## src/rtl/nibble_serial_add_seq.sv

```systemverilog
// nibble_serial_add_seq: operand sequencer / result collector around an
// external combinational 4-bit ripple-carry adder. Operands are fed one nibble
// per cycle, LSB nibble first, with the carry chained through carry_q.
// Optional macro SUB_EN adds a 'sub' port for modular subtraction.
module nibble_serial_add_seq #(
  parameter int WIDTH = 16
) (
  input  logic             clk,
  input  logic             rst,
  input  logic             in_valid,
  output logic             in_ready,
  input  logic [WIDTH-1:0] op_a,
  input  logic [WIDTH-1:0] op_b,
  input  logic             cin,
`ifdef SUB_EN
  input  logic             sub,
`endif
  output logic [3:0]       add_a,
  output logic [3:0]       add_b,
  output logic             add_c,
  input  logic [3:0]       add_sum,
  input  logic             add_cout,
  output logic             out_valid,
  input  logic             out_ready,
  output logic [WIDTH-1:0] result,
  output logic             result_cout
);

  localparam int NIB   = WIDTH / 4;
  localparam int IDX_W = $clog2(NIB);

  if ((WIDTH % 4) != 0 || WIDTH < 8) begin : g_width_check
    $error("nibble_serial_add_seq: WIDTH must be a multiple of 4 and >= 8");
  end

  typedef enum logic [1:0] {IDLE, RUN, DONE} state_t;

  state_t             state_q, state_d;
  logic [IDX_W-1:0]   idx_q, idx_d;
  logic               carry_q, carry_d;
  logic [WIDTH-1:0]   a_q, a_d;
  logic [WIDTH-1:0]   b_q, b_d;
  logic [WIDTH-1:0]   result_q, result_d;
  logic               result_cout_q, result_cout_d;

  logic [IDX_W+1:0]   nib_base;
  logic               last_nib;
  logic               accept;
  logic [WIDTH-1:0]   b_load;
  logic               c_load;

  assign nib_base = {idx_q, 2'b00};
  assign last_nib = (idx_q == IDX_W'(NIB - 1));
  assign accept   = (state_q == IDLE) && in_valid;

  // Operand B and first carry as loaded; subtraction becomes a + ~b + 1.
  always_comb begin
    b_load = op_b;
    c_load = cin;
`ifdef SUB_EN
    if (sub) begin
      b_load = ~op_b;
      c_load = 1'b1;
    end
`endif
  end

  // State and datapath registers, all cleared asynchronously.
  always_ff @(posedge clk or posedge rst) begin
    if (rst) begin
      state_q       <= IDLE;
      idx_q         <= '0;
      carry_q       <= 1'b0;
      a_q           <= '0;
      b_q           <= '0;
      result_q      <= '0;
      result_cout_q <= 1'b0;
    end else begin
      state_q       <= state_d;
      idx_q         <= idx_d;
      carry_q       <= carry_d;
      a_q           <= a_d;
      b_q           <= b_d;
      result_q      <= result_d;
      result_cout_q <= result_cout_d;
    end
  end

  // Next-state logic.
  always_comb begin
    state_d = state_q;
    unique case (state_q)
      IDLE:    if (in_valid) state_d = RUN;
      RUN:     if (last_nib) state_d = DONE;
      DONE:    if (out_ready) state_d = IDLE;
      default: state_d = IDLE;
    endcase
  end

  // Datapath next values: operand load on accept, nibble collection in RUN.
  always_comb begin
    idx_d         = idx_q;
    carry_d       = carry_q;
    a_d           = a_q;
    b_d           = b_q;
    result_d      = result_q;
    result_cout_d = result_cout_q;
    if (accept) begin
      a_d     = op_a;
      b_d     = b_load;
      carry_d = c_load;
      idx_d   = '0;
    end else if (state_q == RUN) begin
      result_d[nib_base +: 4] = add_sum;
      carry_d                 = add_cout;
      if (last_nib) begin
        idx_d         = '0;
        result_cout_d = add_cout;
      end else begin
        idx_d = idx_q + 1'b1;
      end
    end
  end

  // Outputs: adder drive is zero outside RUN; handshakes follow the state.
  always_comb begin
    add_a       = '0;
    add_b       = '0;
    add_c       = 1'b0;
    if (state_q == RUN) begin
      add_a = a_q[nib_base +: 4];
      add_b = b_q[nib_base +: 4];
      add_c = carry_q;
    end
    in_ready    = (state_q == IDLE);
    out_valid   = (state_q == DONE);
    result      = result_q;
    result_cout = result_cout_q;
  end

endmodule

```

## config.mk

```make
export PLATFORM = sky130hd
export DESIGN_NAME = nibble_serial_add_seq
export DESIGN_NICKNAME = d
export VERILOG_FILES = /design/src/rtl/nibble_serial_add_seq.sv
export SDC_FILE = /design/constraint.sdc
export NUM_CORES = 1
export LEC_CHECK = 0
export ABC_AREA = 1
export BUFFER_PORTS_ARGS = -buffer_cell sky130_fd_sc_hd__buf_2
export CAP_MARGIN = 5
export CORE_MARGIN = 2
export CORE_UTILIZATION = 25
export DETAILED_ROUTE_END_ITERATION = 10
export GPL_ROUTABILITY_DRIVEN = 0
export GPL_TIMING_DRIVEN = 0
export SETUP_SLACK_MARGIN = 0.2
export SLEW_MARGIN = 25
export SYNTH_ARGS = -nofsm -noshare
export SYNTH_HDL_FRONTEND = slang
export SYNTH_SLANG_ARGS = --single-unit
export TNS_END_PERCENT = 20
```

## constraint.sdc

```tcl
create_clock -name clk -period 2.15 [get_ports clk]
set_clock_uncertainty 0.05 [all_clocks]
set_input_delay 0.215 -clock clk [delete_from_list [all_inputs] [get_ports clk]]
set_output_delay 0.215 -clock clk [all_outputs]
set_load 0.005 [all_outputs]
```

==> results.tsv, run 1 <==
stage	metric	value	unit
die	die_area	11300	sq um
synthesis	yosys_warnings	0	
timing	setup-violations-final	0	
route	vias_per_cell	4.20	
die	floorplan.initialDensity	25.5	%
finish	synthToLayoutAreaGrowth	25.2	%
route	wl_met3	396	microns
synthesis	synthesis.nets	376	
synthesis	synth_area_leaders	dfrtp_1, nand2_1, inv_1	
timing	slew_viol_final	0	
timing	max_freq	535	MHz
finish	drive_above_1_share	26.8	%
timing	setup_ws	282	ps
setup_path	crit_fanout	10	
finish	diodes	0	
die	die_w	106	microns
route	routed_wl	6.88	mm
route	wl_per_cell	12.7	microns
setup_path	required	1880	ps
setup_path	path_class	flop to output pin	
placed_design	pre_cts_slack	-37.7	ps
die	ios	70	
synthesis	synth_top_cell_by_area	dfrtp_1	
synthesis	synth.top_cell.area_share	51.5	%
global_routing	grt_pass1_vias	2288	
global_routing	grt_max_degree	55	
power	peakVddDrop	0.420	mV
synthesis	synth.avg_cell_area	8.00	sq um
job	cap_violations	0	
synthesis	ys_ff_latch	54	
synthesis	yosys.cell_types.count	20	
placed_design	io_buffers	69	
timing	setup_total_negative_slack	0	ps
timing	tightest_slew	681	ps
min_path	hold_class	input pin to flop	
die	die_y	106	microns
route	drtPass1Iterations	4	
finish	final_cell_mix	nand2_1, buf_2, dfrtp_1	
cts	cts_tree	built	
timing	finalHoldViolCount	0	
power	pwr_density_cell	1380	nW/um^2
setup_path	cp.arrival	1600	ps
route	dr_total_vias	2281	
finish	fin_area	3290	sq um
timing	min_period	1870	ps
timing	rsz0062_at_grt	yes	
global_routing	globalRouteOverflowTotal	0	
finish	layout.nets	454	
timing	max_slew_margin	54.6	%
global_routing	track_usage	12.4	%
cts	cts-root-buf	clkbuf_8	
route	wl_met1	3.28	mm
route	antenna_left	0	
global_routing	grt_pass1_wl	11.0	mm
route	highest_layer	met4	
synthesis	synthesis.area	2630	sq um
placed_design	dp_hpwl	5.09	mm
finish	final_common_cell	nand2_1	
cts	cts-buffers-inserted	5	
cts	cts.sinks	54	
outcome	status	finished, final reports clean	
route	drt_iter0_drc	103	
route	drcViolationCount	0	
power	power_leakage	1.83	nW
timing	min_period_over_period	86.9	%
global_routing	antenna_found_initial	0	
setup_path	setup.worst_path.start_class	flop	
cts	clkSlewWorstSetupHoldPaths	100	ps
cts	htreeDepth	2	
setup_path	cp-end-kind	output pin	
cts	clk_path_buf_depth	2	
synthesis	syn_inst	328	
finish	post-route-util	32.0	%
cts	worstSkewPairLatency	310	ps
placed_design	place_area	3140	sq um
route	wl_met2	3.14	mm
die	num_rows	37	
synthesis	ys_seq_area_share	51.5	%
die	core	10300	sq um
[per-stage QoR]
step	total power [mW]	cells	hold slack [ps]
floorplan	3.08	328	262
global placement	3.78	533	370
detailed placement	3.83	533	320
finish	4.52	543	59.9
CTS	4.54	542	45.1
global route	4.95	543	51.6
[worst max-delay path, stage by stage, from the launching register on]
cell	delay, ps
dfrtp_1	430
buf_4	200
clkbuf_4	200
nand2_1	80
nand3_1	70
a21oi_1	170
buf_2	140
[sequential cells by signal (all words and copies together), names as in the netlist]
name and flops:
state_q 2, idx_q 2, result 16, a_q 16
b_q 16, result_cout 1, carry_q 1
[layer usage]
layer / track usage, % / vias up
met3: 2.94 / 8
li1: - / 1165
met4: 2.60 / 0
met5: 0 / -
met1: 16.9 / 1039
met2: 20.1 / 69
[cells by family (layout without fill, tap and decap cells)]
family	after synthesis	after routing	share of synthesized area [%]
and+or+nand+nor	161	161	25.2
buffers and inverters	61	140	10.7
AOI/OAI and AO/OA	46	46	9.82
adders and majority gates	6	6	2.86
DFF	54	54	51.5
[cells in the mapped netlist (all sizes together)]
cell type,instances
o31ai,1
or2,1
nand2,88
a21oi,40
ha,6
clkinv,1
o21ai,4
dfrtp,54
buf,11
nand3,23
clkbuf,3
nor2,45
o211ai,1
nor3,4
inv,46
[power by group]
part | total [mW] | switching [mW] | internal, mW
clock | 0.686 | 0.343 | 0.343
combinational | 2.18 | 1.33 | 0.853
sequential | 1.66 | 0.193 | 1.46
total | 4.52 | 1.86 | 2.66
[final timing paths]
| kind | startpoint | to | slack [ps] | cells past startpoint |
|---|---|---|---|---|
| max | idx_q[0] | add_a[2] | 280 | 6 |
| min | add_sum[2] | result[2] | 60 | 3 |
| max reg2reg | idx_q[1] | result[0] | 420 | 8 |
| min reg2reg | result[2] | result[2] | 430 | 2 |
| max in group asynchronous | rst | a_q[10] | 1090 | 3 |
| min in group asynchronous | rst | result[9] | 500 | 3 |
[layout make-up]
class	instances	area [sq um]
Buffer	14	115
Clock buffer	5	68.8
Clock inverter	3	40.0
Fill cell	1163	6990
Inverter	47	181
Multi-Input combinational cell	213	997
Sequential cell	54	1350
Tap cell	136	170
Timing Repair Buffer	71	363
[repair_timing]
item / CTS / global route
endpoints found under the setup margin: 24 / 24
hold endpoints to repair: 54 / 0
gates resized for setup: 3 / 10
setup buffers: 0 / 1
hold buffers: 1 / 0
No activity file was read; power rests on OpenSTA's default activity.
==> run 2, diff against run 1 <==
--- a/config.mk
+++ b/config.mk
@@ -6,11 +6,11 @@
 export NUM_CORES = 1
 export LEC_CHECK = 0
 export ABC_AREA = 1
-export BUFFER_PORTS_ARGS = -buffer_cell sky130_fd_sc_hd__buf_2
 export CAP_MARGIN = 5
 export CORE_MARGIN = 2
 export CORE_UTILIZATION = 25
 export DETAILED_ROUTE_END_ITERATION = 10
+export DONT_BUFFER_PORTS = 1
 export GPL_ROUTABILITY_DRIVEN = 0
 export GPL_TIMING_DRIVEN = 0
 export SETUP_SLACK_MARGIN = 0.2
==> run 2 against run 1 <==
Effect of this change: sequential power barely moved; combinational power down 15%; via count fell by 8.7%; critical path depth fell by 1; critical endpoint is now add_a[1].
==> results.tsv, run 2 (synthesized netlist as in run 1, its figures left out) <==
stage	metric	value	unit
die	die_y	106	microns
cts	cts-buffers-inserted	5	
route	drcViolationCount	0	
route	drt_iter0_drc	169	
die	floorplan.initialDensity	25.5	%
setup_path	required	1880	ps
job	cap_violations	0	
cts	clkSlewWorstSetupHoldPaths	90	ps
route	dr_total_vias	2082	
cts	cts_tree	built	
route	routed_wl	6.78	mm
finish	layout.nets	389	
power	pwr_density_cell	1390	nW/um^2
global_routing	track_usage	11.9	%
min_path	hold_class	input pin to flop	
setup_path	cp.arrival	1640	ps
timing	setup-violations-final	0	
finish	final_common_cell	nand2_1	
setup_path	setup.worst_path.start_class	flop	
placed_design	io_buffers	0	
setup_path	reg2reg_slack	250	ps
die	core	10300	sq um
finish	final_cell_mix	nand2_1, dfrtp_1, inv_1	
cts	clk_path_buf_depth	2	
timing	tightest_slew	668	ps
timing	max_freq	525	MHz
die	ios	70	
timing	max_slew_margin	55.4	%
setup_path	path_class	flop to output pin	
route	antenna_left	0	
global_routing	globalRouteOverflowTotal	0	
global_routing	grt_pass1_wl	10.6	mm
setup_path	cp-end-kind	output pin	
timing	setup_total_negative_slack	0	ps
timing	finalHoldViolCount	0	
die	die_w	106	microns
placed_design	dp_hpwl	4.95	mm
timing	slew_viol_final	0	
route	drtPass1Iterations	5	
finish	synthToLayoutAreaGrowth	11.9	%
finish	post-route-util	28.6	%
setup_path	r2r-start	idx_q[0]	
min_path	min_path_cells	2	
setup_path	timing.rr.end	result[3]	
cts	worstSkewPairLatency	300	ps
cts	cts.sinks	54	
timing	min_period	1900	ps
setup_path	crit_fanout	10	
min_path	holdPathEnd	b_q[4]	
timing	min_period_over_period	88.6	%
global_routing	grt_pass1_vias	2060	
global_routing	grt_max_degree	55	
route	wl_per_cell	14.2	microns
die	num_rows	37	
cts	post_cts.repair.setup_buffers	0	
setup_path	reg2reg_depth	8	
cts	cts-root-buf	clkbuf_8	
global_routing	antenna_found_initial	0	
route	vias_per_cell	4.36	
outcome	status	finished, final reports clean	
power	peakVddDrop	0.489	mV
finish	drive_above_1_share	9.68	%
timing	rsz0062_at_grt	yes	
timing	hold_slack	12.9	ps
power	power_leakage	1.51	nW
min_path	min_from	op_b[4]	
finish	diodes	0	
cts	htreeDepth	2	
die	die_area	11300	sq um
run 2: cell types whose count changed in the layout (fill, tap and decap cells not counted):
cell | previous run | this run
buf_2 | 73 | 5
a21oi_2 | 7 | 6
clkbuf_4 | 2 | 0
a21oi_1 | 33 | 34
clkbuf_1 | 0 | 4
bufinv_16 | 1 | 0
clkinv_2 | 2 | 0
buf_4 | 2 | 0
dlygate4sd3_1 | 1 | 6
run 2: worst max path at each step:
stage / end / startpoint / slack [ps] / cells after the start
4_1_cts: add_a[1] / idx_q[0] / 220 / 5
2_1_floorplan: result[0] / idx_q[0] / 390 / 8
3_5_place_dp: result[3] / idx_q[0] / 20 / 8
6_report: add_a[1] / idx_q[0] / 250 / 5
3_3_place_gp: b_q[10] / rst / 6 / 1
5_1_grt: result[1] / idx_q[0] / 90 / 8
run 2: layout make-up:
| class | count | area (sq um) |
|---|---|---|
| clock buffers | 7 | 76.3 |
| fillers | 1145 | 7340 |
| plain buffers | 14 | 105 |
| inverters | 47 | 181 |
| multi-input cells | 213 | 993 |
| repair buffers | 6 | 60.1 |
| flip-flops and latches | 54 | 1350 |
| well taps | 136 | 170 |
run 2: critical path, stage by stage, from the launching register on:
cell      delay, ps
dfrtp_1         430
inv_1           120
clkbuf_1        450
nand2_1         110
nand3_1         110
a21oi_1         110
run 2: per-layer routing:
layer	global-route usage (%)	part of all wire [%]	vias to the layer above
met2	18.9	45	79
met5	0	0	-
met3	4.35	10	6
met4	2.41	0.88	0
met1	15.8	44	970
li1	-	-	1027
run 2: metrics by stage:
step	instance area (sq um)	instances	setup WS, ps	total power, mW
after floorplan	2630	328	391	3.08
after global placement	2800	464	6.41	3.50
after detailed placement	2800	464	18.5	3.56
after CTS	2940	477	220	4.13
after global routing	2940	477	85.2	4.47
final	2940	477	245	4.09
run 2: timing repair:
item,4_1_cts,5_1_grt
hold endpoints to repair,59,0
hold buffers,6,0
resized for setup,2,1
endpoints found under the setup margin,20,23
run 2: power by group:
group / leakage, nW / switching [mW] / internal [mW]
Sequential: 0.640 / 0.224 / 1.46
Combinational: 0.836 / 1.23 / 0.621
Clock: 0.0383 / 0.317 / 0.226
Total: 1.51 / 1.78 / 2.31
